$ cat config.mk
export PLATFORM = sky130hd
export DESIGN_NAME = dmem_requester
export DESIGN_NICKNAME = d
export VERILOG_FILES = /design/src/rtl/dmem_requester.sv
export SDC_FILE = /design/constraint.sdc
export NUM_CORES = 1
export LEC_CHECK = 0
export BUFFER_PORTS_ARGS = -buffer_cell sky130_fd_sc_hd__buf_2
export CAP_MARGIN = 10
export CORE_UTILIZATION = 40
export CTS_BUF_LIST = sky130_fd_sc_hd__clkbuf_8
export CTS_CLUSTER_SIZE = 16
export DETAILED_ROUTE_END_ITERATION = 10
export GPL_ROUTABILITY_DRIVEN = 0
export PLACE_DENSITY = 0.78
export SLEW_MARGIN = 30
export SYNTH_ARGS = -nofsm -noshare
export SYNTH_HDL_FRONTEND = slang
export SYNTH_SLANG_ARGS = --single-unit
$ cat constraint.sdc
create_clock -name clk -period 2.3 [get_ports clk]
set_clock_uncertainty 0.15 [all_clocks]
set_input_delay 0.46 -clock clk [delete_from_list [all_inputs] [get_ports clk]]
set_output_delay 0.46 -clock clk [all_outputs]
set_load 0.1 [all_outputs]
$ cat src/rtl/dmem_requester.sv
`default_nettype none
// ============================================================================
// Module      : dmem_requester
// Description : Initiator side of the mem_itf data port. Accepts a single
//               RV32I load/store from the LSU, issues one aligned word request
//               (addr/rmask/wmask/wdata) for exactly one cycle, waits for
//               mem_resp, then returns aligned and extended load data with
//               the request tag. Misaligned or illegal-funct3 requests never
//               reach memory, and a watchdog aborts a stalled memory.
// Ports       : clk, rst_n               clock, async active-low reset
//               req_valid/req_ready      LSU request handshake
//               req_we/funct3/addr/wdata/tag  request payload
//               flush                    discard in-flight/pending response
//               rsp_valid/rsp_ready      LSU response handshake
//               rsp_data/rsp_tag/rsp_exc response payload
//               timeout_err              sticky watchdog flag
//               mem_addr/rmask/wmask/wdata  memory request (one-cycle masks)
//               mem_rdata/mem_resp       memory completion
// Revision    : 1.0 - initial release
// ============================================================================
module dmem_requester #(
  parameter int TAG_W   = 4,
  parameter int TIMEOUT = 1024
) (
  input  logic             clk,
  input  logic             rst_n,
  input  logic             req_valid,
  output logic             req_ready,
  input  logic             req_we,
  input  logic [2:0]       req_funct3,
  input  logic [31:0]      req_addr,
  input  logic [31:0]      req_wdata,
  input  logic [TAG_W-1:0] req_tag,
  input  logic             flush,
  output logic             rsp_valid,
  input  logic             rsp_ready,
  output logic [31:0]      rsp_data,
  output logic [TAG_W-1:0] rsp_tag,
  output logic             rsp_exc,
  output logic             timeout_err,
  output logic [31:0]      mem_addr,
  output logic [3:0]       mem_rmask,
  output logic [3:0]       mem_wmask,
  output logic [31:0]      mem_wdata,
  input  logic [31:0]      mem_rdata,
  input  logic             mem_resp
);

  // Counter only needs to reach TIMEOUT-1; keep at least one bit when disabled.
  localparam int CNT_W = (TIMEOUT > 1) ? $clog2(TIMEOUT) : 1;
  localparam logic [CNT_W-1:0] c_cnt_last = CNT_W'((TIMEOUT > 0) ? TIMEOUT - 1 : 0);

  typedef enum logic [1:0] {
    ST_IDLE = 2'd0,
    ST_REQ  = 2'd1,
    ST_WAIT = 2'd2,
    ST_DONE = 2'd3
  } state_t;

  state_t             r_state,       w_state_nxt;
  logic               r_kill,        w_kill_nxt;
  logic               r_timeout_err, w_timeout_err_nxt;
  logic [1:0]         r_off,         w_off_nxt;
  logic [2:0]         r_funct3,      w_funct3_nxt;
  logic               r_we,          w_we_nxt;
  logic [CNT_W-1:0]   r_cnt,         w_cnt_nxt;
  logic [31:0]        r_mem_addr,    w_mem_addr_nxt;
  logic [3:0]         r_mem_rmask,   w_mem_rmask_nxt;
  logic [3:0]         r_mem_wmask,   w_mem_wmask_nxt;
  logic [31:0]        r_mem_wdata,   w_mem_wdata_nxt;
  logic               r_rsp_valid,   w_rsp_valid_nxt;
  logic [31:0]        r_rsp_data,    w_rsp_data_nxt;
  logic [TAG_W-1:0]   r_rsp_tag,     w_rsp_tag_nxt;
  logic               r_rsp_exc,     w_rsp_exc_nxt;

  logic [1:0]  w_size;
  logic [1:0]  w_req_off;
  logic        w_illegal;
  logic        w_misal;
  logic [3:0]  w_mask;
  logic [31:0] w_wdata_sh;
  logic [31:0] w_rdata_sh;
  logic [31:0] w_load_data;
  logic        w_kill_eff;
  logic        w_accept;

  assign req_ready   = (r_state == ST_IDLE) && !flush;
  assign w_accept    = req_valid && req_ready;

  assign rsp_valid   = r_rsp_valid;
  assign rsp_data    = r_rsp_data;
  assign rsp_tag     = r_rsp_tag;
  assign rsp_exc     = r_rsp_exc;
  assign timeout_err = r_timeout_err;
  assign mem_addr    = r_mem_addr;
  assign mem_rmask   = r_mem_rmask;
  assign mem_wmask   = r_mem_wmask;
  assign mem_wdata   = r_mem_wdata;

  // Request decode: funct3[1:0] is the access size, funct3[2] the unsigned flag.
  assign w_size     = req_funct3[1:0];
  assign w_req_off  = req_addr[1:0];
  assign w_illegal  = req_we ? (req_funct3[2] || (w_size == 2'b11))
                             : ((w_size == 2'b11) || (req_funct3[2] && req_funct3[1]));
  assign w_misal    = ((w_size == 2'b01) && w_req_off[0]) ||
                      ((w_size == 2'b10) && (w_req_off != 2'b00));
  assign w_wdata_sh = req_wdata << {w_req_off, 3'b000};

  always_comb begin
    w_mask = 4'b1111;
    case (w_size)
      2'b00:   w_mask = 4'b0001 << w_req_off;
      2'b01:   w_mask = 4'b0011 << w_req_off;
      default: w_mask = 4'b1111;
    endcase
  end

  // Load extraction uses the latched offset/funct3 of the outstanding request.
  assign w_rdata_sh = mem_rdata >> {r_off, 3'b000};

  always_comb begin
    w_load_data = w_rdata_sh;
    case (r_funct3)
      3'b000:  w_load_data = {{24{w_rdata_sh[7]}},  w_rdata_sh[7:0]};
      3'b100:  w_load_data = {24'd0,                w_rdata_sh[7:0]};
      3'b001:  w_load_data = {{16{w_rdata_sh[15]}}, w_rdata_sh[15:0]};
      3'b101:  w_load_data = {16'd0,                w_rdata_sh[15:0]};
      default: w_load_data = w_rdata_sh;
    endcase
  end

  // A flush arriving in the same cycle as the completion also kills it.
  assign w_kill_eff = r_kill || flush;

  always_comb begin
    w_state_nxt       = r_state;
    w_kill_nxt        = r_kill;
    w_timeout_err_nxt = r_timeout_err;
    w_off_nxt         = r_off;
    w_funct3_nxt      = r_funct3;
    w_we_nxt          = r_we;
    w_cnt_nxt         = r_cnt;
    w_mem_addr_nxt    = r_mem_addr;
    w_mem_rmask_nxt   = r_mem_rmask;
    w_mem_wmask_nxt   = r_mem_wmask;
    w_mem_wdata_nxt   = r_mem_wdata;
    w_rsp_valid_nxt   = r_rsp_valid;
    w_rsp_data_nxt    = r_rsp_data;
    w_rsp_tag_nxt     = r_rsp_tag;
    w_rsp_exc_nxt     = r_rsp_exc;

    case (r_state)
      ST_IDLE: begin
        w_kill_nxt = 1'b0;
        if (w_accept) begin
          w_off_nxt     = w_req_off;
          w_funct3_nxt  = req_funct3;
          w_we_nxt      = req_we;
          w_rsp_tag_nxt = req_tag;
          if (w_illegal || w_misal) begin
            // Rejected before memory: answer directly with an exception.
            w_state_nxt     = ST_DONE;
            w_rsp_valid_nxt = 1'b1;
            w_rsp_exc_nxt   = 1'b1;
            w_rsp_data_nxt  = 32'd0;
          end else begin
            w_state_nxt     = ST_REQ;
            w_mem_addr_nxt  = {req_addr[31:2], 2'b00};
            w_mem_rmask_nxt = req_we ? 4'b0000 : w_mask;
            w_mem_wmask_nxt = req_we ? w_mask  : 4'b0000;
            w_mem_wdata_nxt = req_we ? w_wdata_sh : 32'd0;
          end
        end
      end

      ST_REQ: begin
        // Masks are live for this single cycle; any mem_resp here is ignored.
        w_state_nxt     = ST_WAIT;
        w_mem_rmask_nxt = 4'b0000;
        w_mem_wmask_nxt = 4'b0000;
        w_cnt_nxt       = '0;
        if (flush) w_kill_nxt = 1'b1;
      end

      ST_WAIT: begin
        if (mem_resp) begin
          if (w_kill_eff) begin
            w_state_nxt = ST_IDLE;
            w_kill_nxt  = 1'b0;
          end else begin
            w_state_nxt     = ST_DONE;
            w_rsp_valid_nxt = 1'b1;
            w_rsp_exc_nxt   = 1'b0;
            w_rsp_data_nxt  = r_we ? 32'd0 : w_load_data;
          end
        end else if ((TIMEOUT != 0) && (r_cnt == c_cnt_last)) begin
          w_timeout_err_nxt = 1'b1;
          if (w_kill_eff) begin
            w_state_nxt = ST_IDLE;
            w_kill_nxt  = 1'b0;
          end else begin
            w_state_nxt     = ST_DONE;
            w_rsp_valid_nxt = 1'b1;
            w_rsp_exc_nxt   = 1'b1;
            w_rsp_data_nxt  = 32'd0;
          end
        end else begin
          w_cnt_nxt = r_cnt + CNT_W'(1);
          if (flush) w_kill_nxt = 1'b1;
        end
      end

      ST_DONE: begin
        // Flush together with rsp_ready is simply a consumed response.
        if (rsp_ready || flush) begin
          w_state_nxt     = ST_IDLE;
          w_rsp_valid_nxt = 1'b0;
        end
      end

      default: begin
        w_state_nxt = ST_IDLE;
      end
    endcase
  end

  always_ff @(posedge clk or negedge rst_n) begin
    if (!rst_n) begin
      r_state       <= ST_IDLE;
      r_kill        <= 1'b0;
      r_timeout_err <= 1'b0;
      r_off         <= 2'b00;
      r_funct3      <= 3'b000;
      r_we          <= 1'b0;
      r_cnt         <= '0;
      r_mem_addr    <= 32'd0;
      r_mem_rmask   <= 4'b0000;
      r_mem_wmask   <= 4'b0000;
      r_mem_wdata   <= 32'd0;
      r_rsp_valid   <= 1'b0;
      r_rsp_data    <= 32'd0;
      r_rsp_tag     <= '0;
      r_rsp_exc     <= 1'b0;
    end else begin
      r_state       <= w_state_nxt;
      r_kill        <= w_kill_nxt;
      r_timeout_err <= w_timeout_err_nxt;
      r_off         <= w_off_nxt;
      r_funct3      <= w_funct3_nxt;
      r_we          <= w_we_nxt;
      r_cnt         <= w_cnt_nxt;
      r_mem_addr    <= w_mem_addr_nxt;
      r_mem_rmask   <= w_mem_rmask_nxt;
      r_mem_wmask   <= w_mem_wmask_nxt;
      r_mem_wdata   <= w_mem_wdata_nxt;
      r_rsp_valid   <= w_rsp_valid_nxt;
      r_rsp_data    <= w_rsp_data_nxt;
      r_rsp_tag     <= w_rsp_tag_nxt;
      r_rsp_exc     <= w_rsp_exc_nxt;
    end
  end

endmodule
`default_nettype wire
==> metrics.md <==
| Metric | Value |
|---|---|
| Fin nets | 963 |
| Hold Path End | rsp_tag[0] |
| Detailed Route Iter0 Violations | 331 |
| ANT nets after route | 0 |
| Clock buffer depth | 2 |
| Netlist area before placement | 6440 µm² |
| Total GRT Usage | 22.4% |
| Syn Area/Cell | 10.5 µm² |
| Worst R2R End | rsp_data[31] |
| Final worst slack | 0.124 ns |
| Hold Startpoint | req_tag[0] |
| WL/cell | 16.9 µm |
| Netlist cell types | 54 |
| Slew HR | 53.0% |
| R2R setup slack | 0.12 ns |
| Critical-path cell list | ha_1, nand3_1, o31ai_4, and3_1, o32ai_1 |
| # DRC | 0 |
| Critical Path Slowest Stage Cell | and3_1 |
| Design Area, Final | 8480 µm² |
| Placeable Area | 15800 µm² |
| Routed wire length | 18100 µm |
| Post-synth EDFFs | 0 |
| Num CTS Buffers | 17 |
| Top post-synthesis cells by area | dfrtp_1, mux2_2, nand2_1 |
| Placed Area | 7950 µm² |
| Max incr delay on CP | 0.53 ns |
| Async S/R FF share, synth | 100% |
| Worst-Margin Slew | 0.705 ns |
| Most frequent cells in the layout | buf_2, dfrtp_1, nand2_1 |
| First drt pass iteration count | 5 |
| Max FO, Critical Path | 10 |
| Worst r2r src | r_cnt[0] |
| Final hold vios | 0 |
| Most common cell after layout, fill and taps aside | buf_2 |
| Post-synthesis sequential area ratio | 49.8% |
| Period minus WS final | 2.18 ns |
| Post-Synthesis Cells | 612 |
| Root Buffer | clkbuf_8 |
| Die area | 16600 µm² |
| Hold Path Stages | 3 |
| CP Class | reg -> reg |
| Critical path endpoint category | register |
| Status | finished clean |
| IO buf count | 219 |
| CP delay by family, top | simple AND/OR/NAND/NOR gates |
| Die Y | 129 µm |
| Total number of vias | 5701 |
| Place WS | -0.138 ns |
| Crit path DAT | 2.32 ns |
| Top cell type's share of synthesized area | 49.8% |
| Largest net degree at the start of global routing | 65 |
| Area grow syn2layout | 31.7% |
| Fin crit share | 94.6% |
| Crit path buf inv count | 0 |
| Clk sinks | 128 |
| Final setup fails | 0 |
| Synth Flop Type | dfrtp_1 |
| FP Rows | 46 |
| Worst skew pair latency | 0.45 ns |
| Yosys warns | 0 |
| First-pass GRT wire length | 28300 µm |
| Post-DP HPWL | 13200 µm |
| Worst EP required | 2.44 ns |
| IO Pins | 222 |
| Clk pin slew, worst setup/hold paths | 0.07 ns |
| # H-tree levels | 4 |
| Overflow after GRT | 0 |
| ANT cells | 0 |
| Initial antenna violation count | 0 |
| DR vias/cell | 5.31 |
| Layout cells sized above 1 | 42.0% |
| Post-synth top area cell | dfrtp_1 |
| Effective utilization at floorplan | 40.8% |
| Max-Cap Viols | 0 |
| Worst Setup Start Kind | register |
| Max Clock Freq | 459 MHz |
| Worst R2R Path Depth | 5 |
| Die W | 129 µm |
| Final max-slew violation count | 0 |
| Worst hold path type | in -> reg |
| Number of global-route vias before repair | 5412 |
| TritonCTS clock tree | built |
| Number of synthesized register bits | 128 |
==> timing repair <==
action	CTS	global route
pin swaps	2	1
hold buffers	1	0
hold endpoints to repair	42	0
setup buffers	4	2
gates resized for setup	3	9
setup endpoints to repair	20	23
==> state kept, by name (all words and copies together), names as in the netlist, 2 cells and up <==
register / cells
mem_addr: 30
mem_rmask: 4
mem_wdata: 32
mem_wmask: 4
r_cnt: 10
r_funct3: 3
r_off: 2
r_state: 2
rsp_data: 32
rsp_tag: 4
==> cells in the mapped netlist, types with 6 or more instances <==
cell type,count
nand2_1,88
o31ai_1,20
o2bb2ai_1,22
a21boi_0,9
buf_2,8
ha_1,6
nand2b_1,7
nor2b_1,6
a21oi_1,16
a22oi_1,9
mux2_2,55
a221oi_1,7
inv_1,16
nand3_1,22
clkbuf_1,28
o32ai_1,7
nor2_1,19
o211ai_1,11
o21ai_0,46
dfrtp_1,128
mux2i_1,26
==> kinds of logic after synthesis <==
kind of cell / count (synthesis) / share of synthesized area, %
AOI/OAI and AO/OA: 172 / 19.3
and+or+nand+nor: 159 / 11.1
DFF: 128 / 49.8
muxes: 83 / 14.4
buffers and inverters: 62 / 4.12
adders and majority gates: 6 / 1.17
other: 1 / 0.0583
xor gates and xnor gates: 1 / 0.136
==> stage by stage <==
step	instances	TNS, ns	util, %	hold slack (ns)
final	1074	0	53.8	0.0576
after CTS	1072	0	53.3	0.0182
after floorplan	613	0	-	0.0144
after global routing	1074	-0.0147	53.8	0.0437
after detailed placement	1037	-1.54	50.4	0.288
after global placement	1037	-0.820	50.4	0.279
==> layout make-up <==
| cell class | instances | area (µm²) |
|---|---|---|
| clock inverters | 11 | 143 |
| inverters | 18 | 67.6 |
| multi-input cells | 423 | 3060 |
| repair buffers | 259 | 1470 |
| flip-flops and latches | 128 | 3200 |
| well taps | 216 | 270 |
| clock buffers | 19 | 262 |
| fillers | 1424 | 7290 |
==> worst max-delay path by stage <==
stage,startpoint,to,slack [ns],depth (start not counted)
CTS,r_state[0],rsp_data[28],0.008,7
floorplan,r_state[0],rsp_data[29],0.06,7
finish,r_cnt[0],rsp_data[31],0.12,5
global route,r_cnt[0],rsp_data[31],-0.01,5
global placement,req_funct3[0],rsp_exc,-0.11,5
detailed placement,req_funct3[0],rsp_exc,-0.14,5
==> routing by layer <==
| metal | vias up | routed length (µm) | track usage (%) |
|---|---|---|---|
| met2 | 241 | 8830 | 36.6 |
| li1 | 2701 | - | - |
| met1 | 2739 | 7750 | 28.7 |
| met4 | 0 | 293 | 8.30 |
| met5 | - | 0 | 0 |
| met3 | 20 | 1250 | 5.78 |
==> tightest hold or removal path: cells and delay by family <==
kind | cells | cell delay (ns)
simple gates | 2 | 0.08
buf+inv | 1 | 0.07
Power is not shown: default switching activity piles up to over one toggle a cycle in this logic, so the estimate is an artifact.
